File: config.mk
export PLATFORM = sky130hd
export DESIGN_NAME = seq_det_param
export DESIGN_NICKNAME = d
export VERILOG_FILES = /design/src/rtl/seq_det_param.sv
export SDC_FILE = /design/constraint.sdc
export NUM_CORES = 1
export LEC_CHECK = 0
export CORE_MARGIN = 3
export CORE_UTILIZATION = 48
export DETAILED_ROUTE_END_ITERATION = 12
export GPL_ROUTABILITY_DRIVEN = 1
export PLACE_DENSITY = 0.9
export SYNTH_ARGS = -nofsm -noshare
export SYNTH_HDL_FRONTEND = slang
export SYNTH_SLANG_ARGS = --single-unit
File: constraint.sdc
create_clock -name clk -period 2 [get_ports clk]
set_input_delay 0.5 -clock clk [delete_from_list [all_inputs] [get_ports clk]]
set_output_delay 0.5 -clock clk [all_outputs]
set_load 0.03 [all_outputs]
File: src/rtl/seq_det_param.sv
// seq_det_param: parameterised serial pattern detector.
// Shifts accepted bits into a PAT_W-deep history, raises a registered
// one-cycle o_det on a match, and keeps a saturating match count.
// Overlapping / non-overlapping detection is selectable per match.
module seq_det_param #(
    parameter int                PAT_W   = 4,
    parameter int                CNT_W   = 8,
    parameter logic [PAT_W-1:0]  RST_PAT = 4'b1011
) (
    input  logic             clk,
    input  logic             rst,
    input  logic             i_seq,
    input  logic             i_valid,
    input  logic [PAT_W-1:0] i_pattern,
    input  logic             i_load,
    input  logic             i_overlap,
    input  logic             i_clr_cnt,
    output logic             o_det,
    output logic [CNT_W-1:0] o_match_cnt,
    output logic [PAT_W-1:0] o_pattern
);

    localparam int               FILL_W  = $clog2(PAT_W + 1);
    localparam logic [FILL_W-1:0] FULL   = FILL_W'(PAT_W);
    localparam logic [CNT_W-1:0]  CNT_MAX = {CNT_W{1'b1}};

    logic [PAT_W-1:0]  hist;
    logic [FILL_W-1:0] fill;

    logic [PAT_W-1:0]  hist_nxt;
    logic [FILL_W-1:0] fill_inc;
    logic              match;

    // Candidate history/fill if this edge accepts a bit, and the match decision.
    // A load on the same edge discards the bit, so it also suppresses the match.
    always_comb begin
        hist_nxt = {hist[PAT_W-2:0], i_seq};
        fill_inc = (fill == FULL) ? fill : fill + 1'b1;
        match    = i_valid && !i_load && (fill_inc == FULL) && (hist_nxt == o_pattern);
    end

    // History, fill count, active pattern and detect pulse.
    always_ff @(posedge clk or posedge rst) begin
        if (rst) begin
            hist      <= '0;
            fill      <= '0;
            o_det     <= 1'b0;
            o_pattern <= RST_PAT;
        end else if (i_load) begin
            o_pattern <= i_pattern;
            fill      <= '0;
            o_det     <= 1'b0;
        end else if (i_valid) begin
            hist  <= hist_nxt;
            // Non-overlapping mode starts a fresh window after each match.
            fill  <= (match && !i_overlap) ? '0 : fill_inc;
            o_det <= match;
        end else begin
            o_det <= 1'b0;
        end
    end

    // Saturating match counter; clear has priority over a same-edge match.
    always_ff @(posedge clk or posedge rst) begin
        if (rst) begin
            o_match_cnt <= '0;
        end else if (i_clr_cnt) begin
            o_match_cnt <= '0;
        end else if (match && (o_match_cnt != CNT_MAX)) begin
            o_match_cnt <= o_match_cnt + 1'b1;
        end
    end

endmodule

==> results of run 1 <==
==> how the worst max path moves through the flow <==
stage,cells after the start,end,startpoint,slack (ns)
after floorplan,6,o_match_cnt[3],o_pattern[3],0.13
final,7,o_match_cnt[7],fill[0],0.02
after detailed placement,6,o_match_cnt[7],i_valid,-0.25
after CTS,7,o_match_cnt[7],fill[0],0.004
after global placement,6,o_match_cnt[7],i_valid,-0.25
after global routing,7,o_match_cnt[6],fill[0],-0.06
==> kinds of logic (layout without fill, tap and decap cells) <==
kind of cell    count (synthesis)  count (layout)
mux                             9               9
simple gates                   30              30
xor+xnor                        6               6
flops                          19              19
fa+ha+maj                       3               3
compound gates                 16              16
buf+inv                         7              41
==> through the flow <==
step                hold WS (ns)  utilization, %  total power [mW]
finish                     0.510            74.8             0.798
global route               0.527            74.8             0.844
CTS                        0.519            71.0             0.794
detailed placement         0.532            69.7             0.612
global placement           0.510            69.7             0.604
floorplan                  0.449               -             0.552
==> metal layers <==
metal / global-route usage (%) / vias to the layer above / share of wire [%]
li1: - / 388 / -
met1: 19.0 / 410 / 42
met2: 28.8 / 17 / 53
met3: 4.58 / 2 / 4.1
met4: 3.06 / 0 / 0.47
met5: 0 / - / 0
==> tightest hold or removal path, delay by kind of cell <==
| family | cells | cell delay [ns] |
|---|---|---|
| buf+inv | 3 | 0.69 |
==> sequential cells by signal (all words and copies together) (netlist names) <==
signal and cells:
hist 3, o_match_cnt 8, fill 3, o_pattern 4
o_det 1
==> layout make-up <==
class	count	area, µm²
Multi-Input combinational cell	64	514
Sequential cell	19	479
Fill cell	129	463
Timing Repair Buffer	33	310
Tap cell	25	31.3
Clock buffer	4	26.3
Inverter	4	15.0
==> power breakdown <==
group / internal, mW / switching, mW / total [mW]
registers: 0.416 / 0.0232 / 0.439
clock network: 0.0775 / 0.110 / 0.188
logic: 0.0846 / 0.0867 / 0.171
total: 0.578 / 0.220 / 0.798
==> placed cells by master, fill, tap and decap left out, types with 2 or more instances in the layout <==
master / synthesis / routed
clkdlybuf4s50_1: 0 / 18
dfrtp_1: 16 / 16
buf_4: 0 / 9
mux2_2: 8 / 7
nand3_1: 6 / 6
o21ai_0: 6 / 6
xor2_1: 5 / 5
nor2_1: 4 / 4
nand2_1: 4 / 4
inv_1: 4 / 4
a21oi_1: 7 / 4
a21oi_2: 0 / 3
ha_1: 3 / 3
clkbuf_4: 0 / 3
dfstp_2: 3 / 3
dlygate4sd2_1: 0 / 3
or3_1: 2 / 2
o31ai_1: 2 / 2
dlymetal6s2s_1: 0 / 2
==> what timing repair did <==
item,4_1_cts,5_1_grt
cloned,0,0
hold buffers,0,0
buffers inserted,0,3
gates resized for setup,3,11
endpoints found under the setup margin,3,6
pin swaps,0,5
==> flow_summary.yaml, run 1 <==
sta:
  timing.final.ws_setup_ns: 0.0214
  hold_viol: 0
  report.final.slew_viol_count: 0
  setup_viol: 0
  finalSetupTns_ns: 0
  period_share_pct: 98.9
  clock_skew_ns: 0.0110
  tightest_slew_ns: 0.370
  slew_headroom_pct: 75.3
  fmax_mhz: 505
  finalCriticalPeriod_ns: 1.98
detailed_routing:
  wl_per_cell_um: 14.2
  ant_nets: 0
  vias: 817
  routed_wl_um: 2110
  dr.pass1.iters: 4
  viasPerCell: 5.48
  drt_iter0_markers: 14
  drc: 0
synth:
  synth_ff_type: "dfrtp_1"
  avgSynthCellArea_um2: 11.1
  netlist_area_um2: 995
  synth-seq-cells: 19
  ys_top_cells_by_count: "16 x dfrtp_1, 8 x mux2_2, 7 x a21oi_1"
  synthSimpleGateAreaFrac_pct: 19.5
  syn-num-nets: 104
  synth_edf_count: 0
  synth.area.top_cells: "dfrtp_1 40%, mux2_2 9.1%, dfstp_2 7.9%"
  syn_inst: 90
  muxShareOfSynthArea_pct: 10.1
  synth_xor_area_share_pct: 5.28
  ys_types: 31
  ys_warn_count: 0
  synth_top_area_cell: "dfrtp_1"
  synth_top_area_share_pct: 40.3
  synth_most_common_cell: "dfrtp_1"
  yosysSeqAreaShare_pct: 48.2
  synth_compound_area_share_pct: 9.06
  synth_top_family_by_area: "simple AND/OR/NAND/NOR gates"
  async_reset_ff_share_pct: 100
  synthAdderAreaFrac_pct: 3.77
critical_path:
  crit_family: "simple AND/OR/NAND/NOR gates"
  regToRegEndpoint: "o_match_cnt[7]"
  path_buf_inv: 1
  path_class: "reg2reg"
  rrSetupSlack_ns: 0.02
  rr_worst_depth: 7
  crit_slowest_cell: "or4_1"
  crit_path_start_kind: "flop"
  regToRegStartpoint: "fill[0]"
  arrival_ns: 2.20
  worst_path_largest_cell_delay_ns: 0.50
  path_cells: "inv_1, ha_1, nor2b_1, mux2_4, nand4_4, or4_1, a21oi_1"
  crit_required_ns: 2.22
  worstPathMaxFanout: 7
  end_kind: "flop"
placed_design:
  dp_hpwl_um: 1500
  placed_cell_area_um2: 1280
  place_ws_ns: -0.255
  portBuffers: 23
  dp_cells: 142
  gp_congestion: 0.830
cts:
  cts_max_level: 1
  clkTransAtPathRegs_ns: 0.11
  cts_sinks: 19
  cts_buffers: 3
  cts_tree: "done"
  ctsRootBufferMaster: "clkbuf_4"
  cts_buffer_depth: 2
  clk_latency_ns: 0.29
cells_and_area:
  final_layout_size_suffix_gt1_share_pct: 28.2
  antennaDiodeCount: 0
  nNetsFinal: 139
  final_cell_area_um2: 1380
  syn2layout_area_growth_pct: 38.4
  stdcell_count: 149
global_routing:
  antenna_found_initial: 0
  grt_pass1_wl_um: 3260
  grtUsageTotal_pct: 16.0
  overflow: 0
  grt_max_degree: 20
  grt_pass1_vias: 806
job:
  maxCapViolCount: 0
floorplan:
  die_h_um: 51.5
  pin_count: 24
  initial_core_util_pct: 54.1
  core_um2: 1840
  dieArea_um2: 2650
  die_width_um: 51.5
  rows: 15
pwr:
  vdd_drop_max_mv: 0.730
  p_per_area_nw_per_um2: 580
  power_leakage_nw: 0.600
status:
  status: "finished clean"
min_path:
  worstHoldPathType: "in2async"
Note: power is estimated with default switching activity, not from simulation.
==> inputs of run 2 (changes only) <==
Clock period 2 ns to 2.1 ns, I/O delays scaled along.
==> flow_summary.yaml, run 2 (synthesized netlist as in run 1, its figures left out) <==
pwr:
  vdd_drop_max_mv: 0.719
  seq_power_share_pct: 55.6
  p_per_area_nw_per_um2: 567
  pwr-share-comb_pct: 21.2
  p_int_uw: 551
  swShare_pct: 26.9
  power.switching_uw: 203
  power_leakage_nw: 0.580
  clkPwrFrac_pct: 23.2
detailed_routing:
  drt_iter0_markers: 15
  viasPerCell: 5.45
  dr.pass1.iters: 4
  wl_per_cell_um: 13.5
  routed_wl_um: 1970
  ant_nets: 0
  vias: 795
  drc: 0
cells_and_area:
  antennaDiodeCount: 0
  regMostFlops: "o_match_cnt"
  syn2layout_area_growth_pct: 33.7
  largest_reg_flops: 8
  top_regs: "o_match_cnt: 8 flops, o_pattern: 4 flops"
  final_layout_size_suffix_gt1_share_pct: 22.3
  layout_commonest_cell: "clkdlybuf4s50_1"
  nNetsFinal: 136
  layout_common_cells: "21 x clkdlybuf4s50_1, 16 x dfrtp_1, 7 x a21oi_1, 7 x mux2_2"
  final_util_pct: 72.3
floorplan:
  initial_core_util_pct: 54.1
  dieArea_um2: 2650
  pin_count: 24
  die_width_um: 51.5
  die_h_um: 51.5
  core_um2: 1840
  rows: 15
critical_path:
  crit_family: "buffers and inverters"
  path_class: "reg2out"
  path_buf_inv: 1
  worst_path_largest_cell_delay_ns: 0.67
  crit_slowest_cell: "clkdlybuf4s50_1"
  path_cells: "clkdlybuf4s50_1"
  crit_path_start_kind: "flop"
  end_kind: "primary output"
  crit_required_ns: 1.57
  arrival_ns: 1.52
  worstPathMaxFanout: 3
sta:
  fmax_mhz: 490
  tightest_slew_ns: 0.321
  finalCriticalPeriod_ns: 2.04
  report.final.slew_viol_count: 0
  rsz0062_at_grt: "no"
  finalSetupTns_ns: 0
  slew_headroom_pct: 78.6
  setup_viol: 0
  clock_skew_ns: 0.00790
  hold_viol: 0
  period_share_pct: 97.2
  timing.final.ws_setup_ns: 0.0588
cts:
  cts_buffer_depth: 2
  ctsRootBufferMaster: "clkbuf_4"
  clkTransAtPathRegs_ns: 0.10
  cts_max_level: 1
  cts_buffers: 3
  cts_tree: "done"
  post-cts-setup-buffer-count: 0
  clk_latency_ns: 0.29
  cts_sinks: 19
status:
  status: "finished clean"
global_routing:
  grt_pass1_wl_um: 3350
  grtUsageTotal_pct: 16.3
  overflow: 0
  grt_pass1_vias: 816
  grt_max_degree: 20
  antenna_found_initial: 0
job:
  maxCapViolCount: 0
placed_design:
  place_ws_ns: -0.179
  gp_congestion: 0.830
  portBuffers: 23
  dp_hpwl_um: 1520
min_path:
  worstHoldPathType: "in2async"
-- run 2: changes by cell type in the layout (fill, tap and decap cells not counted), moves of 3 or more --
| cell | change |
|---|---|
| a21oi_1 | +3 |
| a21oi_2 | -3 |
| buf_4 | -3 |
| clkdlybuf4s50_1 | +3 |
| dlygate4sd2_1 | -3 |
-- run 2: layer usage --
metal / vias up / track usage [%] / wire (µm)
met1: 388 / 20.1 / 831
li1: 383 / - / -
met2: 20 / 28.6 / 1010
met3: 4 / 4.58 / 102
met5: - / 0 / 0
met4: 0 / 3.06 / 27
-- run 2: through the flow --
stage                     instances  cell area [µm²]  hold slack, ns  total power [mW]
after floorplan                  90              995           0.474             0.525
after global placement          142             1280           0.510             0.575
after detailed placement        142             1280           0.532             0.583
after CTS                       146             1310           0.545             0.761
after global routing            146             1330           0.573             0.800
final                           146             1330           0.543             0.754
-- run 2: final timing paths --
path	from	end	slack, ns	cells after the start
worst max-delay path	o_pattern[1]	o_pattern[1]	0.06	1
min in group clk	hist[2]	hist[2]	0.55	1
worst min-delay path	rst	hist[1]	0.54	3
worst max register to register	fill[0]	o_match_cnt[5]	0.12	7
max in group asynchronous	rst	o_pattern[3]	1.29	3
worst min register to register	hist[2]	hist[2]	0.55	1
-- run 2: repair_timing --
action,4_1_cts,5_1_grt
endpoints found under the setup margin,0,6
hold buffers,0,0
gates resized for setup,0,5
-- run 2: layout make-up --
cell class                      instances  area, µm²
Clock buffer                            4       26.3
Fill cell                             138        509
Inverter                                4       15.0
Multi-Input combinational cell         64        487
Sequential cell                        19        479
Tap cell                               25       31.3
Timing Repair Buffer                   30        292
-- run 2: power by group through the flow --
stage / combinational (mW) / sequential [mW] / clock [mW]
final: 0.160 / 0.419 / 0.175
after global routing: 0.172 / 0.424 / 0.204
after CTS: 0.157 / 0.419 / 0.184
after detailed placement: 0.157 / 0.426 / 0
after global placement: 0.152 / 0.423 / 0
after floorplan: 0.0883 / 0.437 / 0
